$ cat src/rtl/freq_meas_ctrl.sv
// freq_meas_ctrl: measurement sequencer for a single freq_det instance.
// Selects the detector channel, drops settling edges, accumulates NUM_MEAS
// half-period counts, then publishes avg/min/max and a tolerance verdict.
// Optional magnitude tracking is compiled in with `define FREQ_MEAS_MAG_EN.
//
// Handshake: start is a one-cycle request, accepted only in IDLE or DONE while
// abort is low; busy is high in SETTLE/ACCUM/EVAL; result_valid is a one-cycle
// pulse that qualifies avg/min_cnt/max_cnt/pass/timeout, which then hold until
// the next result or reset. abort cancels a busy run with no result pulse.
module freq_meas_ctrl #(
  parameter int CNT_W         = 10,
  parameter int LOG2_NUM_MEAS = 3,
  parameter int SETTLE_EDGES  = 2,
  parameter int TIMEOUT_CYC   = 4096,
  parameter int CHAN_W        = 2
) (
  input  logic              clk,
  input  logic              rst,
  input  logic              start,
  input  logic              abort,
  input  logic [CHAN_W-1:0] chan_req,
  input  logic [CNT_W-1:0]  expected,
  input  logic [CNT_W-1:0]  tol,
  input  logic [CNT_W-1:0]  det_counter,
  input  logic              det_done,
  input  logic [7:0]        det_magnitude,
  output logic [CHAN_W-1:0] chan_sel,
  output logic              busy,
  output logic              result_valid,
  output logic [CNT_W-1:0]  avg,
  output logic [CNT_W-1:0]  min_cnt,
  output logic [CNT_W-1:0]  max_cnt,
  output logic              pass,
  output logic              timeout,
`ifdef FREQ_MEAS_MAG_EN
  input  logic [7:0]        mag_floor,
  output logic [7:0]        mag_min,
  output logic [7:0]        mag_max,
`endif
  output logic [2:0]        state_dbg
);

  localparam int NUM_MEAS = 1 << LOG2_NUM_MEAS;
  localparam int SUM_W    = CNT_W + LOG2_NUM_MEAS;
  localparam int TMR_W    = (TIMEOUT_CYC > 2) ? $clog2(TIMEOUT_CYC) : 1;
  localparam int SET_W    = $clog2(SETTLE_EDGES + 1);
  localparam int EDGE_W   = (SET_W > LOG2_NUM_MEAS + 1) ? SET_W : LOG2_NUM_MEAS + 1;

  typedef enum logic [2:0] {
    IDLE   = 3'd0,
    SETTLE = 3'd1,
    ACCUM  = 3'd2,
    EVAL   = 3'd3,
    DONE   = 3'd4
  } state_t;

  state_t             state, state_nxt;
  logic [SUM_W-1:0]   sum;
  logic [EDGE_W-1:0]  edge_cnt;
  logic [TMR_W-1:0]   timer;
  logic [CNT_W-1:0]   min_reg, max_reg;
  logic [CNT_W-1:0]   exp_q, tol_q;
  logic [CNT_W-1:0]   avg_int;
  logic [CNT_W:0]     avg_ext, exp_ext, diff;
  logic               cnt_ok, pass_int;
  logic               in_run, start_ok, settle_last, accum_last;
  logic               tmr_max, tmr_expire, timeout_evt;
`ifdef FREQ_MEAS_MAG_EN
  logic [7:0]         mag_min_reg, mag_max_reg;
`endif

  assign state_dbg   = state;
  assign in_run      = (state == SETTLE) || (state == ACCUM);
  assign busy        = in_run || (state == EVAL);
  assign start_ok    = start && !abort && ((state == IDLE) || (state == DONE));
  assign settle_last = (edge_cnt == EDGE_W'(SETTLE_EDGES - 1));
  assign accum_last  = (edge_cnt == EDGE_W'(NUM_MEAS - 1));
  assign tmr_max     = (timer == TMR_W'(TIMEOUT_CYC - 1));
  // A det_done in the expiry cycle wins over the timeout.
  assign tmr_expire  = in_run && !det_done && tmr_max;
  assign timeout_evt = tmr_expire && !abort;

  // Average is the truncated sum; the deviation is taken one bit wider so the
  // subtraction never wraps.
  assign avg_int = sum[SUM_W-1:LOG2_NUM_MEAS];
  assign avg_ext = {1'b0, avg_int};
  assign exp_ext = {1'b0, exp_q};
  assign diff    = (avg_ext >= exp_ext) ? (avg_ext - exp_ext) : (exp_ext - avg_ext);
  assign cnt_ok  = (diff <= {1'b0, tol_q});
`ifdef FREQ_MEAS_MAG_EN
  assign pass_int = cnt_ok && ((mag_max_reg - mag_min_reg) >= mag_floor);
`else
  assign pass_int = cnt_ok;
`endif

  // State register.
  always_ff @(posedge clk or posedge rst) begin
    if (rst) state <= IDLE;
    else     state <= state_nxt;
  end

  // Next-state logic: abort dominates every busy state and a same-cycle start.
  always_comb begin
    state_nxt = state;
    case (state)
      IDLE, DONE: begin
        state_nxt = IDLE;
        if (start_ok) state_nxt = SETTLE;
      end
      SETTLE: begin
        if (abort)                        state_nxt = IDLE;
        else if (det_done && settle_last) state_nxt = ACCUM;
        else if (tmr_expire)              state_nxt = IDLE;
      end
      ACCUM: begin
        if (abort)                       state_nxt = IDLE;
        else if (det_done && accum_last) state_nxt = EVAL;
        else if (tmr_expire)             state_nxt = IDLE;
      end
      EVAL: begin
        if (abort) state_nxt = IDLE;
        else       state_nxt = DONE;
      end
      default: state_nxt = IDLE;
    endcase
  end

  // Run setup, accumulation, timeout timer and result publication.
  always_ff @(posedge clk or posedge rst) begin
    if (rst) begin
      chan_sel     <= '0;
      exp_q        <= '0;
      tol_q        <= '0;
      sum          <= '0;
      edge_cnt     <= '0;
      timer        <= '0;
      min_reg      <= '0;
      max_reg      <= '0;
      avg          <= '0;
      min_cnt      <= '0;
      max_cnt      <= '0;
      pass         <= 1'b0;
      timeout      <= 1'b0;
      result_valid <= 1'b0;
`ifdef FREQ_MEAS_MAG_EN
      mag_min_reg  <= 8'hFF;
      mag_max_reg  <= 8'h00;
      mag_min      <= 8'h00;
      mag_max      <= 8'h00;
`endif
    end else begin
      result_valid <= 1'b0;
      if (start_ok) begin
        chan_sel <= chan_req;
        exp_q    <= expected;
        tol_q    <= tol;
        sum      <= '0;
        edge_cnt <= '0;
        timer    <= '0;
        min_reg  <= '1;
        max_reg  <= '0;
        timeout  <= 1'b0;
`ifdef FREQ_MEAS_MAG_EN
        mag_min_reg <= 8'hFF;
        mag_max_reg <= 8'h00;
`endif
      end else if (in_run) begin
        if (det_done)      timer <= '0;
        else if (!tmr_max) timer <= timer + 1'b1;
        if (det_done) begin
          if (state == SETTLE) begin
            // Restart the edge count so ACCUM counts accepted pulses from zero.
            edge_cnt <= settle_last ? '0 : edge_cnt + 1'b1;
          end else begin
            edge_cnt <= edge_cnt + 1'b1;
            sum      <= sum + SUM_W'(det_counter);
            if (det_counter <= min_reg) min_reg <= det_counter;
            if (det_counter >= max_reg) max_reg <= det_counter;
`ifdef FREQ_MEAS_MAG_EN
            if (det_magnitude <= mag_min_reg) mag_min_reg <= det_magnitude;
            if (det_magnitude >= mag_max_reg) mag_max_reg <= det_magnitude;
`endif
          end
        end
        if (timeout_evt) begin
          timeout      <= 1'b1;
          pass         <= 1'b0;
          avg          <= '0;
          min_cnt      <= '0;
          max_cnt      <= '0;
          result_valid <= 1'b1;
`ifdef FREQ_MEAS_MAG_EN
          mag_min      <= 8'h00;
          mag_max      <= 8'h00;
`endif
        end
      end else if ((state == EVAL) && !abort) begin
        // Results land with the DONE cycle so result_valid qualifies them.
        avg          <= avg_int;
        min_cnt      <= min_reg;
        max_cnt      <= max_reg;
        pass         <= pass_int;
        result_valid <= 1'b1;
`ifdef FREQ_MEAS_MAG_EN
        mag_min      <= mag_min_reg;
        mag_max      <= mag_max_reg;
`endif
      end
    end
  end

  // det_magnitude only feeds the optional magnitude tracker.
`ifndef FREQ_MEAS_MAG_EN
  logic unused_mag;
  assign unused_mag = ^det_magnitude;
`endif

endmodule

$ cat config.mk
export PLATFORM = sky130hd
export DESIGN_NAME = freq_meas_ctrl
export DESIGN_NICKNAME = d
export VERILOG_FILES = /design/src/rtl/freq_meas_ctrl.sv
export SDC_FILE = /design/constraint.sdc
export NUM_CORES = 1
export LEC_CHECK = 0
export CORE_MARGIN = 10
export CORE_UTILIZATION = 28
export DETAILED_ROUTE_END_ITERATION = 6
export PLACE_DENSITY = 0.5
export SETUP_SLACK_MARGIN = 0.15
export SYNTH_ARGS = -nofsm -noshare
export SYNTH_HDL_FRONTEND = slang
export SYNTH_SLANG_ARGS = --single-unit
export TNS_END_PERCENT = 30
$ cat constraint.sdc
create_clock -name clk -period 6.5 [get_ports clk]
set_input_delay 0.975 -clock clk [delete_from_list [all_inputs] [get_ports clk]]
set_output_delay 0.975 -clock clk [all_outputs]
set_load 0.02 [all_outputs]
### Yosys cells after proc, flatten, opt, wreduce, memory -nomap -nowiden

Index checks and enable logic that the tools add are counted.

| word-level totals | value |
|---|---|
| register bits | 107 |
| bits of input ports | 45 |

| operators by class | value |
|---|---|
| add/subtract/negate cells | 5 |
| bitwise operators | 1 |
| reductions and logical operators | 28 |
| muxes and demuxes | 49 |
| magnitude comparators | 4 |
| equality and inequality tests | 10 |

Operators with widths:

| kind | count |
|---|---|
| $mux 10 | 17 |
| $mux 13 | 4 |
| $mux 12 | 4 |
| $sub 10x10->11 | 2 |
| $ge 10x10->1 | 2 |
| $mux 4 | 5 |
| $mux 3 | 6 |
| $add 13x10->13 | 1 |
| $add 12x1->12 const B | 1 |
| $eq 12x12->1 const B | 1 |
| $pmux 3 s4 | 1 |
| $reduce_bool 2->1 | 6 |
| $le 11x10->1 | 1 |
| $mux 1 | 11 |
| $mux 11 | 1 |
| $le 10x10->1 | 1 |
| $logic_and 1x1->1 | 8 |
| $reduce_and 4->1 | 2 |
| $eq 3x2->1 const B | 2 |
| $reduce_and 2->1 | 3 |
| $reduce_and 3->1 | 2 |
| $add 4x1->4 const B | 1 |
| $eq 4x1->1 const B | 1 |
| $eq 4x3->1 const B | 1 |
| other kinds (10) | 13 |

### Longest topological paths before layout

| logic depth | value |
|---|---|
| depth after elaboration | 8 |
| depth in mapped cells | 17 |
| mapped depth without buffers | 16 |

### Least setup slack after synthesis

No wires, ideal clock.

| path | value |
|---|---|
| path type | flip-flop to flip-flop |
| start point | register sum[6] |
| end point | register pass |
| period minus slack after synthesis | 3114 ps |
| path slack | 3386 ps |
| library setup time | 121 ps |
| required time | 6379 ps |
| data arrival time | 2993 ps |
| path buffers | 2 |
| stages on the path, launching flop included | 18 |
| cells stage by stage | dfrtp_1 -> inv_1 -> ha_1 -> buf_2 -> nand4_1 -> o31ai_1 -> a21oi_2 -> o21ai_2 -> buf_6 -> mux2_2 -> ha_1 -> nor2b_1 -> nor3_1 -> o21bai_1 -> a21oi_1 -> o31ai_1 -> a21boi_0 -> a22o_1 |

| on the way | value |
|---|---|
| cells in the longest elaborated chain, start to end | 5 |

RTL lines:

| item | line | source |
|---|---|---|
| from (decl) | 58 | `logic [SUM_W-1:0] sum;` |
| from (signal assigned) | 176 | `sum <= sum + SUM_W'(det_counter);` |
| $sub 10x10->11 or $ge 10x10->1 (tied branches) | 88 | `assign diff = (avg_ext >= exp_ext) ? (avg_ext - exp_ext) : (exp_ext - avg_ext);` |
| $mux 11 (*) | 88 |  |
| $le 11x10->1 (*) | 89 | `assign cnt_ok = (diff <= {1'b0, tol_q});` |
| $mux 1 (*) | 197 | `end else if ((state == EVAL) && !abort) begin` |
| $mux 1 (*) | 167 | `end else if (in_run) begin` |
| to (signal assigned) | 202 | `pass <= pass_int;` |
| to (decl) | 33 | `output logic pass,` |

Mark *: on every way between the ends. The rest lies on a longest branch, timed or not. The select of a mux whose other input is x is not followed.
A chain may end at the register's enable or synchronous reset.

### Final worst setup path

| path | value |
|---|---|
| start point | register sum[9] |
| end point | register pass |

The elaborated chain is that of the path after synthesis.

==> flow_summary.ini <==
[cells_and_area]
final_cells = 1033
top_register = sum
final_nets = 855
top_regs = sum (13), timer (12)
postLayoutCoreUtil_pct = 33.9
largest_reg_flops = 13
syn2layout_area_growth_pct = 19.4
diodes = 0
layout-drive-gt1-share_pct = 5.35

[timing]
min_period_ns = 3.74
fin_setup_tns_ns = 0
worst_slew_pin_slew_ns = 1.12
slew_headroom_pct = 25.2
finClkSkew_ns = 0.0147
layout_setup_ws_ns = 2.76
grt_setup_unrepaired = false
setup_viol = 0
period_share_pct = 57.6
hold_violations = 0
final_max_slew_viol_count = 0
fmax_mhz = 267

[setup_path]
crit_slowest_cell = o21ai_2
cp-end-kind = flip-flop
worst-endpoint-required_ns = 6.80
cp.arrival_ns = 4.04
startpoint_type = flip-flop
crit_family = compound AO/OA/AOI/OAI gates
worst-path-buf-inv = 1
critPathMaxStageDelay_ns = 0.53
cp_cell_sequence = inv_1 > ha_1 > o21ai_0 > nor2_1 > a211oi_4 > o21ai_2 > mux2i_1 > xor2_1 > ha_1 > a211o_1 > a21oi_1 > o31ai_1 > a21boi_0 > a22o_1
critPathKind = reg2reg
cp_max_fo = 11
cp_common_cell = ha_1

[pwr]
p_comb_share_pct = 50.1
p_int_w = 0.00175
switching_power_w = 0.00119
pwr_density_cell_nw_per_um2 = 383
switching_share_pct = 40.5
clkPwrFrac_pct = 18.2
leakagePower_nw = 3.39
ir_drop_mv = 0.135
seqPwrFrac_pct = 31.7

[die]
start_util_pct = 28.4
io_pins = 84
die_w_um = 171
die_area_um2 = 29400
rows = 55
core_um2 = 22600
die_h_um = 171

[clock_tree]
cts_tree = yes
cts.sinks = 107
clk_pin_slew_ns = 0.07
htree_levels = 3
holdBufCountCts = 0
cts_made_buffers = 9
clkLatencyLatePin_ns = 0.36
cts_setup_buffers = 0
ctsResizeCount = 0
max-clock-path-buffers = 2
clockRootBuffer = clkbuf_16

[yosys]
synth.cell_area_um2 = 6420
synth_common_cells = dfrtp_1 (107), nand2_1 (94), o21ai_0 (70)
ys_top_cells_by_area = dfrtp_1 (42%), ha_1 (12%), nand2_1 (5.5%), o21ai_0 (5.5%), o31ai_1 (3.7%)
synth_most_common_cell = dfrtp_1
synth_cells = 685
synth_area_per_cell_um2 = 9.38
ys.flop_type = dfrtp_1
ys_seq_area_share_pct = 41.7
synthesis.nets = 796
yosysTopAreaCellShare_pct = 41.7
yosysWarnings = 0
synth_edf_count = 0
async_reset_ff_share_pct = 100
yosysUniqueCellTypes = 62
synth_top_area_cell = dfrtp_1
synth.ff_latch_count = 107

[global_routing]
grt_usage_pct = 11.5
grt_pass1_wl_um = 26900
grt_max_degree = 64
grt_antenna_before_repair = 0
grt-ovfl-total = 0
grt_pass1_vias = 5057

[routing]
vias = 4934
antenna_left = 0
wire_per_inst_um = 15.8
first_iter_violations = 292
wl_um = 16300
remaining_drc_errors = 0
drtPass1Iterations = 4
vias_per_cell = 4.78

[run_status]
outcome = complete, no violations

[placement]
gp_congestion = 0.797
portBuffers = 75
post-place-ws_ns = 2.73
hpwl_um = 12100
dp.cells = 1018

[flow_run]
cap_violations = 0

[min_path]
hold_class = reg2reg
==> layer usage <==
metal	part of all wire (%)	track usage, %	vias up
li1	-	-	2516
met4	1.4	3.97	0
met5	0	0	-
met1	50	15.2	2329
met3	4.6	2.36	14
met2	44	18.3	75
==> through the flow <==
step | hold WS, ns | total power (W) | area (um2)
2_1_floorplan | 0.443 | 0.00207 | 6420
3_3_place_gp | 0.455 | 0.00241 | 7390
3_5_place_dp | 0.463 | 0.00243 | 7390
4_1_cts | 0.480 | 0.00298 | 7670
5_1_grt | 0.499 | 0.00322 | 7670
6_report | 0.477 | 0.00294 | 7670
==> final cells by class <==
type	instances	area, um2
fill	2302	15000
clock buffer	9	225
timing repair buffer	79	781
inverter	62	235
clock inverter	6	51.3
multi-input combinational	485	3340
sequential	107	2680
tap	285	357
==> power by group through the flow <==
| stage | clock network [W] | registers [W] | logic [W] |
|---|---|---|---|
| 2_1_floorplan | 0 | 0.000947 | 0.00112 |
| 3_3_place_gp | 0 | 0.000943 | 0.00147 |
| 3_5_place_dp | 0 | 0.000947 | 0.00148 |
| 4_1_cts | 0.000550 | 0.000934 | 0.00149 |
| 5_1_grt | 0.000577 | 0.000956 | 0.00169 |
| 6_report | 0.000534 | 0.000932 | 0.00147 |
==> path summary, 6_finish.rpt <==
kind	from	to	slack, ns	depth (start not counted)
max	sum[9]	pass	2.76	14
min	avg[2]	avg[2]	0.48	2
max reg2reg	sum[9]	pass	2.76	14
min reg2reg	avg[2]	avg[2]	0.48	2
max in group asynchronous	rst	max_reg[9]	4.26	3
min in group asynchronous	rst	sum[5]	1.06	2
==> worst min-delay path: cells and delay by family (launching register included) <==
family	cells	cell delay (ns)
AOI/OAI and AO/OA	1	0.05
DFF	1	0.34
and+or+nand+nor	1	0.05
==> kinds of logic (layout without fill, tap and decap cells) <==
kind of cell | Yosys count | in the layout | synth area share [%]
AOI/OAI and AO/OA | 202 | 202 | 20.7
xor gates and xnor gates | 21 | 21 | 2.86
adders and majority gates | 67 | 67 | 13.4
buffers and inverters | 93 | 156 | 6.33
DFF | 107 | 107 | 41.7
muxes | 8 | 8 | 1.34
and+or+nand+nor | 187 | 187 | 13.7
==> cells in the final DEF, fill, tap and decap left out, types with 7 or more instances in the layout <==
cell type and instances:
a21o_1 12, a22o_1 12, xor2_1 7, clkbuf_16 9, a21oi_1 29, nand4_1 11, nor2b_1 8, inv_1 61
o21ai_0 70, nor2_1 26, ha_1 63, dfrtp_1 107, nand3_1 12, o31ai_1 32, clkdlybuf4s50_1 75, xnor2_1 14
nand2_1 94
No activity file was read; power rests on OpenSTA's default activity.
==> variant 1: new RTL, same flow settings <==
The parameter `CHAN_W` goes from 2 to 4.
--- a/src/rtl/freq_meas_ctrl.sv
+++ b/src/rtl/freq_meas_ctrl.sv
@@ -13,5 +13,5 @@
   parameter int SETTLE_EDGES  = 2,
   parameter int TIMEOUT_CYC   = 4096,
-  parameter int CHAN_W        = 2
+  parameter int CHAN_W        = 4
 ) (
   input  logic              clk,
Ports: changed (resized chan_req and chan_sel); port bits go from 84 to 88. No check against the original RTL was run, so the function may have changed too.
==> variant 1 against the original RTL <==
  * Power shrank 27%
  * Setup slack got worse by 430 ps
  * Wire length up 12%
  * Area after synthesis rose by 5.7%
  * Clock power grew 1%
  * Design area is 6.7% higher
  * Critical endpoint unchanged
  * Sequential cell count rose by 2
  * First-iteration DRC count rose by 22%
==> variant 1: results (changes against the original RTL) <==
- Status: completed
- Slowest-stage cell, CP: a221oi_4
- CP max stage delay: 550 ps (+20 ps)
- GP Congestion: 0.8216 (+3.1%)
- Clock buf count: 10 (+1)
- CP Max Fanout: 9 (-2)
- Post-DP HPWL: 13.16 mm (+8.5%)
- R2r setup slk: 2330 ps (-430 ps)
- Vias in the first global route: 5582 (+10%)
- Nets: 922 (+7.8%)
- Clk tree area frac: 0.03394 (-0.002106)
- Post-DP Area: 7906 um^2 (+6.9%)
- Syn_area_per_cell: 9.064 um^2 (-3.4%)
- CP arrival: 4460 ps (+420 ps)
- Final Cell Area: 8184 um^2 (+6.7%)
- Syn_nets: 862 (+8.3%)
- Main area contributors after synthesis: dfrtp_1, ha_1, nand2_1, o31ai_1, inv_1
- Sequential cell area: 2728 um^2 (+1.9%)
- Comb_multi_in: 540 (+11%)
- PortBufs: 79 (+5.3%)
- Non-clock buffer instance count of the final layout: 84 (+6.3%)
- Routed wire per std cell: 16.13 um (+1.9%)
- Post-synthesis mux area share: 0.01198 (-0.001458)
- WHS: 478.4 ps (+1.524 ps)
- XOR/XNOR Fraction of Synth Area: 0.02967 (+0.001045)
- Net load switching power: 0.0007970 W (-33%)
- Clock skew: 13.98 ps (-0.7156 ps)
- Reg2reg path depth: 15 (+1)
- Reg2reg start: sum[10]
- P&R area growth vs syn: 20.55%
- Multi-input logic area: 3705 um^2 (+11%)
- Fraction of layout cells with a size suffix above 1: 0.04300 (-0.01048)
- Fmax: 0.2399 GHz (-10%)
- Hold Crit Start: max_cnt[9]
- Largest net degree at the start of global routing: 62 (-3.1%)
- Layout filler cell count: 2507 (+8.9%)
- List of most frequent post-synthesis cells: dfrtp_1, nand2_1, inv_1
- Synth unique cells: 58 (-6.5%)
[variant 1: power by group through the flow]
stage / clock network (W) / logic, W / registers, W
4_1_cts: 0.000567 / 0.000779 / 0.000846
3_5_place_dp: 0 / 0.000775 / 0.000859
6_report: 0.000540 / 0.000769 / 0.000847
2_1_floorplan: 0 / 0.000535 / 0.000860
3_3_place_gp: 0 / 0.000770 / 0.000858
5_1_grt: 0.000592 / 0.000880 / 0.000862
[variant 1: cells by family after synthesis]
| kind of cell | count (synthesis) |
|---|---|
| muxes | 8 |
| xor gates and xnor gates | 23 |
| AOI/OAI and AO/OA | 209 |
| adders and majority gates | 66 |
| DFF | 109 |
| and+or+nand+nor | 234 |
| buffers and inverters | 100 |
[variant 1: layer usage]
layer / vias up / GRT usage / routed length (um)
met2: 98 / 0.1919 / 8385
met1: 2627 / 0.1593 / 8746
met3: 17 / 0.02745 / 909
met5: - / 0 / 0
li1: 2782 / - / -
met4: 0 / 0.03356 / 236
==> variant 2: new RTL, same flow settings <==
Without the edit above. Reset style: synchronous (`rst`), changed in 2 clocked blocks.
--- a/src/rtl/freq_meas_ctrl.sv
+++ b/src/rtl/freq_meas_ctrl.sv
@@ -95,5 +95,5 @@
 
   // State register.
-  always_ff @(posedge clk or posedge rst) begin
+  always_ff @(posedge clk) begin
     if (rst) state <= IDLE;
     else     state <= state_nxt;
@@ -127,5 +127,5 @@
 
   // Run setup, accumulation, timeout timer and result publication.
-  always_ff @(posedge clk or posedge rst) begin
+  always_ff @(posedge clk) begin
     if (rst) begin
       chan_sel     <= '0;
Function: differs if rst is asserted again (counterexample within 4 cycles, from zero or initial values and one cycle with rst high); with rst held inactive, the same outputs for 4 cycles.
==> variant 2 against the original RTL <==
  * Synthesized cell count increased by 18%
  * Via count increased by 14%
  * Sequential cell count unchanged
  * Setup slack got worse by 30 ps
  * Largest cell class unchanged
  * Design area increased by 0.75%
  * Area after synthesis increased by 0.19%
  * Wire length increased by 9.2%
Power is not compared: it rests on default switching activity, and its combinational part moved more than twofold at a synthesized area within 25%.
==> variant 2: results (changes against the original RTL) <==
- All-Layer GR Usage: 0.1239 (+0.008695)
- Sequential cell area share: 0.2772 (-0.07189)
- Post-DP HPWL: 13.19 mm (+8.8%)
- Hold endpoint: chan_sel[1]
- Synth Instances: 806 (+18%)
- CP Capture Point: pass
- Multi-input logic area: 3906 um^2 (+17%)
- Routed wire per std cell: 15.55 um (-1.7%)
- M3 GR Usage: 0.04309 (+0.01948)
- CP arrival: 4080 ps (+40 ps)
- Synth Flop Type: dfxtp_1
- Layout filler cell count: 2394 (+4.0%)
- Syn_nets: 917 (+15%)
- Metal2 WL: 7.738 mm (+6.9%)
- Final wirelength: 17.86 mm (+9.2%)
- Non-clock buffer instance count of the final layout: 82 (+3.8%)
- Slowest-stage cell, CP: dfxtp_1
- Main area contributors after synthesis: dfxtp_1, ha_1, a21oi_1, nand2_1, nand3_1
- Clk tree area frac: 0.03788 (+0.001836)
- Vias in the first global route: 5430 (+7.4%)
- Cells after DPL: 1132 (+11%)
- CP startpoint: sum[6]
- Invs w/o clock: 62 (unchanged)
- Hold Crit Start: chan_sel[1]
- Post-DP Area: 7436 um^2 (+0.56%)
- Detailed Route Iter0 Violations: 262 (-10%)
- Comb_multi_in: 596 (+23%)
- Reg-to-reg critical path endpoint: pass
- Vias per inst: 4.881 (+2.2%)
- Non-clock buffering overhead: 0.1033 (+0.001509)
- Status: completed
- Setup WS pre-CTS: 2703 ps (-24.59 ps)
- H-tree depth: 3 (unchanged)
- Metal3 WL: 1.110 mm (+49%)
- Slew at the pin with the worst max-slew slack: 991.2 ps (-130.6 ps)
- Fraction of layout cells with a size suffix above 1: 0.04171 (-0.01176)
- Clock buf count: 10 (+1)
- Asr flop ratio synth: 0 (-1.000)
- WL met1: 8.787 mm (+8.1%)
- Global-route wire length before repair: 29.01 mm (+7.7%)
- Clock skew: 12.90 ps (-1.794 ps)
- GP Congestion: 0.8320 (+4.4%)
- Met1 Resource Use GR: 0.1624 (+0.01042)
- Grt met2 use: 0.1913 (+0.008495)
- Synth unique cells: 68 (+9.7%)
- Crit share post-route: 0.5802 (+0.004660)
- Largest net degree at the start of global routing: 67 (+4.7%)
==> variant 2: cell types whose count changed after synthesis, sizes merged, moves of 16 or more <==
cell	change
dfrtp	-107
dfxtp	+107
nand3	+41
a21oi	+33
nor2	+32
nand2b	+28
o31ai	-28
nand2	-16
==> variant 2: where the power goes <==
| part | internal [W] | switching (W) | total [W] |
|---|---|---|---|
| clock | 0.000273 | 0.000285 | 0.000558 |
| sequential | 0.000670 | 0.0000120 | 0.000682 |
| combinational | 0.000148 | 0.000188 | 0.000336 |
==> variant 2: through the flow <==
stage                     total power, W  utilization
final                           0.001576       0.3414
after global routing            0.001676       0.3414
after CTS                       0.001606       0.3414
after detailed placement        0.001035       0.3284
after global placement          0.001036       0.3284
after floorplan                0.0009382            -
==> variant 2: kinds of logic after synthesis <==
group / synth area share
muxes: 0.01924
AOI/OAI and AO/OA: 0.2080
and+or+nand+nor: 0.2187
xor gates and xnor gates: 0.02721
adders and majority gates: 0.1318
DFF: 0.3327
buffers and inverters: 0.06239
